`src/rtl/alu_issue_if.sv`:
```
// Instruction handshake plus ALU operand/result bus between the issue controller and its environment.
interface alu_issue_if #(
    parameter int DATA_W = 16
);
    logic              instr_valid;
    logic              instr_ready;
    logic [15:0]       instr;
    logic [DATA_W-1:0] alu_a;
    logic [DATA_W-1:0] alu_b;
    logic [3:0]        alu_m;
    logic [3:0]        alu_op;
    logic [DATA_W-1:0] alu_imm;
    logic [DATA_W-1:0] alu_result;
    logic [3:0]        alu_flags;

    // Requester plus combinational ALU side.
    modport master (
        output instr_valid, instr, alu_result, alu_flags,
        input  instr_ready, alu_a, alu_b, alu_m, alu_op, alu_imm
    );

    // Issue controller side.
    modport slave (
        input  instr_valid, instr, alu_result, alu_flags,
        output instr_ready, alu_a, alu_b, alu_m, alu_op, alu_imm
    );
endinterface

```
`src/rtl/alu_issue_ctrl.sv`:
```
// Issue controller: accepts instructions, reads operands from an 8-entry register file,
// drives a combinational ALU, and writes the captured result back.
//
// state | meaning
// IDLE  | waiting for an instruction word
// IMM   | LDI accepted, waiting for the immediate word
// OPRD  | reading operands, loading ALU ports
// EXEC  | ALU ports stable, capturing result and flags
// WB    | writing result back, retiring
module alu_issue_ctrl #(
    parameter int DATA_W = 16,
    parameter int NREG   = 8
) (
    input  logic              clk,
    input  logic              rst_n,
    alu_issue_if.slave        bus,
    output logic [3:0]        flags_o,
    output logic              busy,
    output logic              done,
    output logic              err,
    input  logic [2:0]        dbg_addr,
    output logic [DATA_W-1:0] dbg_data
);
    typedef enum logic [2:0] {S_IDLE, S_IMM, S_OPRD, S_EXEC, S_WB} state_t;

    localparam logic [3:0] OP_SHR = 4'd6;
    localparam logic [3:0] OP_ROR = 4'd8;
    localparam logic [3:0] OP_LDI = 4'd9;
    localparam logic [3:0] OP_CMP = 4'd10;

    state_t            state_q;
    logic [13:0]       instr_q;
    logic [DATA_W-1:0] imm_q;
    logic [DATA_W-1:0] res_q;
    logic [DATA_W-1:0] rf_q [NREG];
    logic [DATA_W-1:0] alu_a_q;
    logic [DATA_W-1:0] alu_b_q;
    logic [DATA_W-1:0] alu_imm_q;
    logic [3:0]        alu_m_q;
    logic [3:0]        alu_op_q;
    logic [3:0]        flags_q;
    logic              done_q;
    logic              err_q;

    logic              ready;
    logic              accept;
    logic [3:0]        in_op;
    logic [3:0]        op;
    logic [2:0]        rd;
    logic [2:0]        rs1;
    logic [2:0]        rs2;
    logic [3:0]        alu_m_d;
    logic [DATA_W-1:0] alu_imm_d;

    // instr_q keeps bits [15:2]; bits [1:0] carry no field.
    assign op     = instr_q[13:10];
    assign rd     = instr_q[9:7];
    assign rs1    = instr_q[6:4];
    assign rs2    = instr_q[3:1];
    assign in_op  = bus.instr[15:12];

    assign ready  = (state_q == S_IDLE) || (state_q == S_IMM);
    assign accept = bus.instr_valid && ready;

    assign alu_m_d   = (op >= OP_SHR && op <= OP_ROR) ? instr_q[3:0] : 4'd0;
    assign alu_imm_d = (op == OP_LDI) ? imm_q : '0;

    always_ff @(posedge clk) begin
        if (!rst_n) begin
            state_q   <= S_IDLE;
            instr_q   <= '0;
            imm_q     <= '0;
            res_q     <= '0;
            alu_a_q   <= '0;
            alu_b_q   <= '0;
            alu_imm_q <= '0;
            alu_m_q   <= '0;
            alu_op_q  <= '0;
            flags_q   <= '0;
            done_q    <= 1'b0;
            err_q     <= 1'b0;
            for (int i = 0; i < NREG; i++) begin
                rf_q[i] <= '0;
            end
        end else begin
            done_q <= 1'b0;
            err_q  <= 1'b0;
            unique case (state_q)
                S_IDLE: begin
                    if (accept) begin
                        instr_q <= bus.instr[15:2];
                        if (in_op == OP_LDI) begin
                            state_q <= S_IMM;
                        end else if (in_op > OP_CMP) begin
                            // Reserved opcode retires at once with an error and touches nothing.
                            done_q <= 1'b1;
                            err_q  <= 1'b1;
                        end else begin
                            state_q <= S_OPRD;
                        end
                    end
                end
                S_IMM: begin
                    if (accept) begin
                        imm_q   <= DATA_W'(bus.instr);
                        state_q <= S_OPRD;
                    end
                end
                S_OPRD: begin
                    alu_a_q   <= rf_q[rs1];
                    alu_b_q   <= rf_q[rs2];
                    alu_m_q   <= alu_m_d;
                    alu_op_q  <= op;
                    alu_imm_q <= alu_imm_d;
                    state_q   <= S_EXEC;
                end
                S_EXEC: begin
                    res_q   <= bus.alu_result;
                    flags_q <= bus.alu_flags;
                    state_q <= S_WB;
                end
                S_WB: begin
                    if (op != OP_CMP) begin
                        rf_q[rd] <= res_q;
                    end
                    done_q  <= 1'b1;
                    state_q <= S_IDLE;
                end
                default: state_q <= S_IDLE;
            endcase
        end
    end

    assign bus.instr_ready = ready;
    assign bus.alu_a       = alu_a_q;
    assign bus.alu_b       = alu_b_q;
    assign bus.alu_m       = alu_m_q;
    assign bus.alu_op      = alu_op_q;
    assign bus.alu_imm     = alu_imm_q;

    assign flags_o  = flags_q;
    assign busy     = !ready;
    assign done     = done_q;
    assign err      = err_q;
    assign dbg_data = rf_q[dbg_addr];
endmodule

```
`src/flat_wrapper.sv`:
```
// flat-port wrapper written by rule: the top's interface ports become plain ports
module alu_issue_ctrl_flat 
#(
    parameter int DATA_W = 16,
    parameter int NREG   = 8
)
  (clk, rst_n, flags_o, busy, done, err, dbg_addr, dbg_data, bus_instr_valid, bus_instr, bus_alu_result, bus_alu_flags, bus_instr_ready, bus_alu_a, bus_alu_b, bus_alu_m, bus_alu_op, bus_alu_imm);
  alu_issue_if #(.DATA_W(DATA_W)) bus_i ();
  input  logic clk;
  input  logic rst_n;
  output logic [3:0] flags_o;
  output logic busy;
  output logic done;
  output logic err;
  input  logic [2:0] dbg_addr;
  output logic [DATA_W-1:0] dbg_data;
  input wire logic [$bits(bus_i.instr_valid)-1:0] bus_instr_valid;
  input wire logic [$bits(bus_i.instr)-1:0] bus_instr;
  input wire logic [$bits(bus_i.alu_result)-1:0] bus_alu_result;
  input wire logic [$bits(bus_i.alu_flags)-1:0] bus_alu_flags;
  output wire logic [$bits(bus_i.instr_ready)-1:0] bus_instr_ready;
  output wire logic [$bits(bus_i.alu_a)-1:0] bus_alu_a;
  output wire logic [$bits(bus_i.alu_b)-1:0] bus_alu_b;
  output wire logic [$bits(bus_i.alu_m)-1:0] bus_alu_m;
  output wire logic [$bits(bus_i.alu_op)-1:0] bus_alu_op;
  output wire logic [$bits(bus_i.alu_imm)-1:0] bus_alu_imm;
  assign bus_i.instr_valid = bus_instr_valid;
  assign bus_i.instr = bus_instr;
  assign bus_i.alu_result = bus_alu_result;
  assign bus_i.alu_flags = bus_alu_flags;
  assign bus_instr_ready = bus_i.instr_ready;
  assign bus_alu_a = bus_i.alu_a;
  assign bus_alu_b = bus_i.alu_b;
  assign bus_alu_m = bus_i.alu_m;
  assign bus_alu_op = bus_i.alu_op;
  assign bus_alu_imm = bus_i.alu_imm;
  alu_issue_ctrl #(.DATA_W(DATA_W), .NREG(NREG)) u_core (.clk(clk), .rst_n(rst_n), .bus(bus_i), .flags_o(flags_o), .busy(busy), .done(done), .err(err), .dbg_addr(dbg_addr), .dbg_data(dbg_data));
endmodule
```
`config.mk`:
```
export PLATFORM = sky130hd
export DESIGN_NAME = alu_issue_ctrl_flat
export DESIGN_NICKNAME = d
export VERILOG_FILES = /design/src/rtl/alu_issue_if.sv /design/src/rtl/alu_issue_ctrl.sv /design/src/flat_wrapper.sv
export SDC_FILE = /design/constraint.sdc
export NUM_CORES = 1
export LEC_CHECK = 0
export CORE_UTILIZATION = 30
export CTS_BUF_LIST = sky130_fd_sc_hd__clkbuf_16
export CTS_CLUSTER_SIZE = 30
export DETAILED_ROUTE_END_ITERATION = 8
export SYNTH_ARGS = -nofsm -noshare
export SYNTH_HDL_FRONTEND = slang
export SYNTH_SLANG_ARGS = --single-unit
```
`constraint.sdc`:
```
create_clock -name clk -period 4.4 [get_ports clk]
set_input_delay 0.88 -clock clk [delete_from_list [all_inputs] [get_ports clk]]
set_output_delay 0.88 -clock clk [all_outputs]
set_load 0.02 [all_outputs]
```
Word-level counts from Yosys, hierarchy flattened
Memory sizes are Yosys's and may differ from the RTL's. A register that Yosys moved wholly into a read port is not among the register bits.
Index checks and enable logic that the tools add are counted.
Widths: inputs -> output; s select.
{"block": "totals", "regBits": 79, "latchBits": 0, "ram_bits": 128, "rom_bits": 0, "inputBits": 42, "output_inout_bits": 80, "elab_cells": 55, "mem_count": 1}
{"memory": "u_core.rf_q", "words": 8, "width": 16, "read_ports": 3, "rd_ports_with_merged_regs": 2, "write_ports": 8, "line_no": "alu_issue_ctrl.sv:35", "rtl": "logic [DATA_W-1:0] rf_q [NREG];"}
{"block": "op_classes", "n_addsub": 0, "n_mul": 0, "div_mod_pow": 0, "order_cmp": 3, "eq_ne": 10, "n_shift": 0, "mux": 19, "n_bitwise": 0, "n_reduce_logical": 12}
{"op": "$mux 16", "n": 2}
{"op": "$reduce_or 16->1", "n": 1}
{"op": "$mux 3", "n": 5}
{"op": "$pmux 3 s4", "n": 1}
{"op": "$mux 1", "n": 9}
{"op": "$eq 4x4->1 const B", "n": 2}
{"op": "$eq 3x2->1 const B", "n": 2}
{"op": "$reduce_and 2->1", "n": 3}
{"op": "$ge 4x3->1 const B", "n": 1}
{"op": "$gt 4x4->1 const B", "n": 1}
{"op": "$le 4x4->1 const B", "n": 1}
{"op": "$mux 4", "n": 1}
{"op": "$ne 2x1->1 const B", "n": 2}
{"op": "$ne 4x4->1 const B", "n": 1}
{"op": "$eq 3x1->1 const B", "n": 1}
{"op": "$eq 3x3->1 const B", "n": 1}
{"op": "$logic_not 1->1", "n": 3}
{"op": "$logic_not 3->1", "n": 1}
{"op": "$ne 3x3->1 const B", "n": 1}
{"op": "$reduce_and 3->1", "n": 1}
{"op": "$logic_and 1x1->1", "n": 2}
{"op": "$pmux 1 s2", "n": 1}
{"op": "$logic_or 1x1->1", "n": 1}

Longest topological paths before layout
{"block": "logic_depth", "depth_word": 7, "mapped_depth": 7, "ltp_nobuf": 4}

Least setup slack after synthesis
Ideal clock, no wire load.
{"block": "synth_timing", "path_kind": "input port to flip-flop", "start": "input rst_n", "end": "memory u_core.rf_q[0][0], enable pin", "setup_ps": 414, "arrival_time_ps": 2875, "required_time_ps": 3986, "slack_ps": 1111, "path_stages": 5, "path_buffers": 1, "path_cell_list": "clkbuf_1 nand4bb_1 a21oi_2 nand2b_1 o31ai_1"}
{"item": "from (decl)", "line_no": "flat_wrapper.sv:10", "rtl": "input logic rst_n;"}
{"item": "to (decl)", "line_no": "alu_issue_ctrl.sv:35"}

Worst setup path in the final report
{"block": "layout_timing", "start": "input dbg_addr[1]", "end": "output dbg_data[4]"}
{"block": "layout_via", "elab_chain_cells": 1}
{"item": "from (decl)", "line_no": "flat_wrapper.sv:15", "rtl": "input logic [2:0] dbg_addr;"}
{"item": "$mem_v2 8x16"}
{"item": "to (decl)", "line_no": "flat_wrapper.sv:16", "rtl": "output logic [DATA_W-1:0] dbg_data;"}
Every way passes these cells.

==> results.yml <==
status:
  status: "finished, final reports clean"
critical_path:
  r2r_slack_ps: 1870
  critPathMaxFanout: 32
  crit_arrival_ps: 2850
  cp_slowest_cell: "clkdlybuf4s50_1"
  crit_chain: "clkdlybuf4s50_1, buf_12, mux4_2, mux2_2, clkdlybuf4s50_1"
  cp-start-kind: "primary input"
  crit_path_frequent_cell: "clkdlybuf4s50_1"
  end_kind: "output port"
  critPathRequiredTime_ps: 3520
  cp_slowest_stage_delay_ps: 550
  worstSetupPathType: "primary input to output port"
clocking:
  cts_buffers: 28
  cts_resized: 0
  cts-root-buf: "clkbuf_16"
  cts_hold_buf: 0
  htreeDepth: 1
  clk_latency_ps: 560
  clock_sinks: 239
  cts_setup_buffers: 0
  max-clock-path-buffers: 3
  cts_tree: "yes"
  clkSlewWorstSetupHoldPaths_ps: 60
sta:
  slew_headroom_pct: 25.57
  fin_crit_ps: 3732
  drv_slew: 0
  setup_slack_ps: 667.7
  fin_worst_skew_ps: 17.63
  grt_setup_unrepaired: "no"
  fmax_mhz: 267.9
  setup_viol_count_final: 0
  hold_violations: 0
  timing.hold.ws_ps: 466.1
  worst_pin_slew_ps: 1111
  setup_tns_ps: 0
  timing.final.crit_share_pct: 84.83
logic_synthesis:
  ys_top_cells_by_area: "edfxtp_1 32%, dfxtp_1 19%, mux2_2 7.6%"
  ys_dominant_reg_cell: "edfxtp_1"
  yosys-top-cells-count: "140 x nand2_1, 134 x nor2_1, 128 x edfxtp_1"
  synth.most_common_cell: "nand2_1"
  avgSynthCellArea_um2: 11.20
  synth.yosys.seq_area_share_pct: 51.01
  synth_seq_cells: 239
  async_reset_ff_share_pct: 0
  synth_cell_types: 46
  yosysTopAreaCell: "edfxtp_1"
  yosysWarnings: 0
  syn_inst: 1062
  synth_top_area_share_pct: 32.32
  synth_edf_count: 128
  netlist_area_um2: 11890
  syn_nets: 1104
global_routing:
  grt_max_degree: 88
  grt.overflow.total: 0
  track_usage_pct: 16.57
  grt_pass1_wl_mm: 51.63
  antenna_found_initial: 0
  grt_pass1_vias: 8287
drt:
  via_per_inst: 5.094
  drcViolationCount: 0
  drtIter0Drc: 786
  vias: 8583
  final_antenna_net_count: 0
  wl_mm: 33.79
  drt_pass1_iterations: 5
  routedWlPerCell_um: 20.05
cells_and_area:
  layout-drive-gt1-share_pct: 18.35
  final_util_pct: 37.14
  fin_cells: 1685
  final_area_um2: 14420
  multi_input_area_um2: 5353
  syn2layout_area_growth_pct: 21.26
  num-fill-cells: 3822
  final-seq-area_um2: 6068
  fin_nets: 1189
worst_hold_path:
  hold_path.class: "flip-flop to flip-flop"
die:
  die-width_um: 201.1
  die_y_um: 201.1
  ioPinCount: 122
  row_count: 72
  start_util_pct: 30.63
  coreArea_um2: 38830
  die-area_um2: 40440
power:
  power_switching_mw: 1.440
  irDropWorstVdd_v: 0.0002688
  power_frac_comb_pct: 13.2
  pwr-share-seq_pct: 45.0
  p_clk_share_pct: 41.8
  p_per_area_nw_per_um2: 392.0
  switching_share_pct: 25.49
  p_total_mw: 5.652
  leakage_nw: 4.658
  p_int_mw: 4.212
placed_design:
  portBuffers: 121
  placed_area_um2: 13490
  dp_cells: 1635
  finalWeightedCongestion: 0.8314
  hpwlAfterDp_mm: 21.64
  pre_cts_ws_ps: 661.1
run:
  drv_cap: 0
-- final cells by class --
type | count | share of cell area, %
repair buffers | 144 | 9.787
well taps | 518 | 4.495
flip-flops and latches | 239 | 42.08
clock buffers | 29 | 5.033
multi-input cells | 732 | 37.12
inverters | 2 | 0.05206
diodes | 1 | 0.01735
clock inverters | 20 | 1.414
-- path summary, 6_finish.rpt --
path,start,end,cells past startpoint
setup / recovery,dbg_addr[1],dbg_data[4],5
hold / removal,u_core.imm_q[0],u_core.imm_q[0],2
setup reg to reg,u_core.state_q[2],u_core.rf_q[2][12],5
hold reg to reg,u_core.imm_q[0],u_core.imm_q[0],2
-- layer usage --
metal | track usage (%) | vias up | routed length [um]
li1 | - | 4044 | -
met1 | 23.16 | 4211 | 15440
met2 | 26.40 | 284 | 15370
met3 | 2.996 | 44 | 2362
met4 | 4.117 | 0 | 619
met5 | 0 | - | 0
-- power groups by stage --
stage          sequential [mW]  combinational (mW)  clock, mW
4_1_cts                   2.54               0.749       2.42
6_report                  2.54               0.744       2.36
2_1_floorplan             2.58               0.463          0
3_5_place_dp              2.59               0.746          0
5_1_grt                   2.56               0.797       2.50
3_3_place_gp              2.59               0.739          0
-- placed cells by master (no fill, tap or decap), types with 32 or more instances in the layout --
master,instances
edfxtp_1,128
o22ai_1,32
o21ai_0,36
a221o_1,32
dfxtp_1,109
nand2_1,140
mux2i_1,66
nor2_1,132
mux4_2,32
a21boi_0,49
a21oi_1,35
clkdlybuf4s50_1,119
mux2_2,80
-- cell families after synthesis --
kind of cell,share of synthesized area [%]
flip-flops,51.01
AND/OR/NAND/NOR,12.90
AO/OA/AOI/OAI,12.66
multiplexers,19.19
buffers and inverters,4.240
-- worst max-delay path: cells and delay by family --
family                 cells  cell delay, ps
buffers and inverters      3            1310
muxes                      2             650
-- registers in the layout, indices dropped and copies added, names as in the netlist --
register and flops:
u_core.rf_q 128, u_core.bus.alu_a 16, u_core.bus.alu_b 16, u_core.bus.alu_imm 16, u_core.imm_q 16, u_core.res_q 16
u_core.instr_q 14, u_core.bus.alu_m 4, u_core.bus.alu_op 4, u_core.flags_o 4, u_core.state_q 3, u_core.done 1
u_core.err 1
Power figures use the tool's default switching activity.
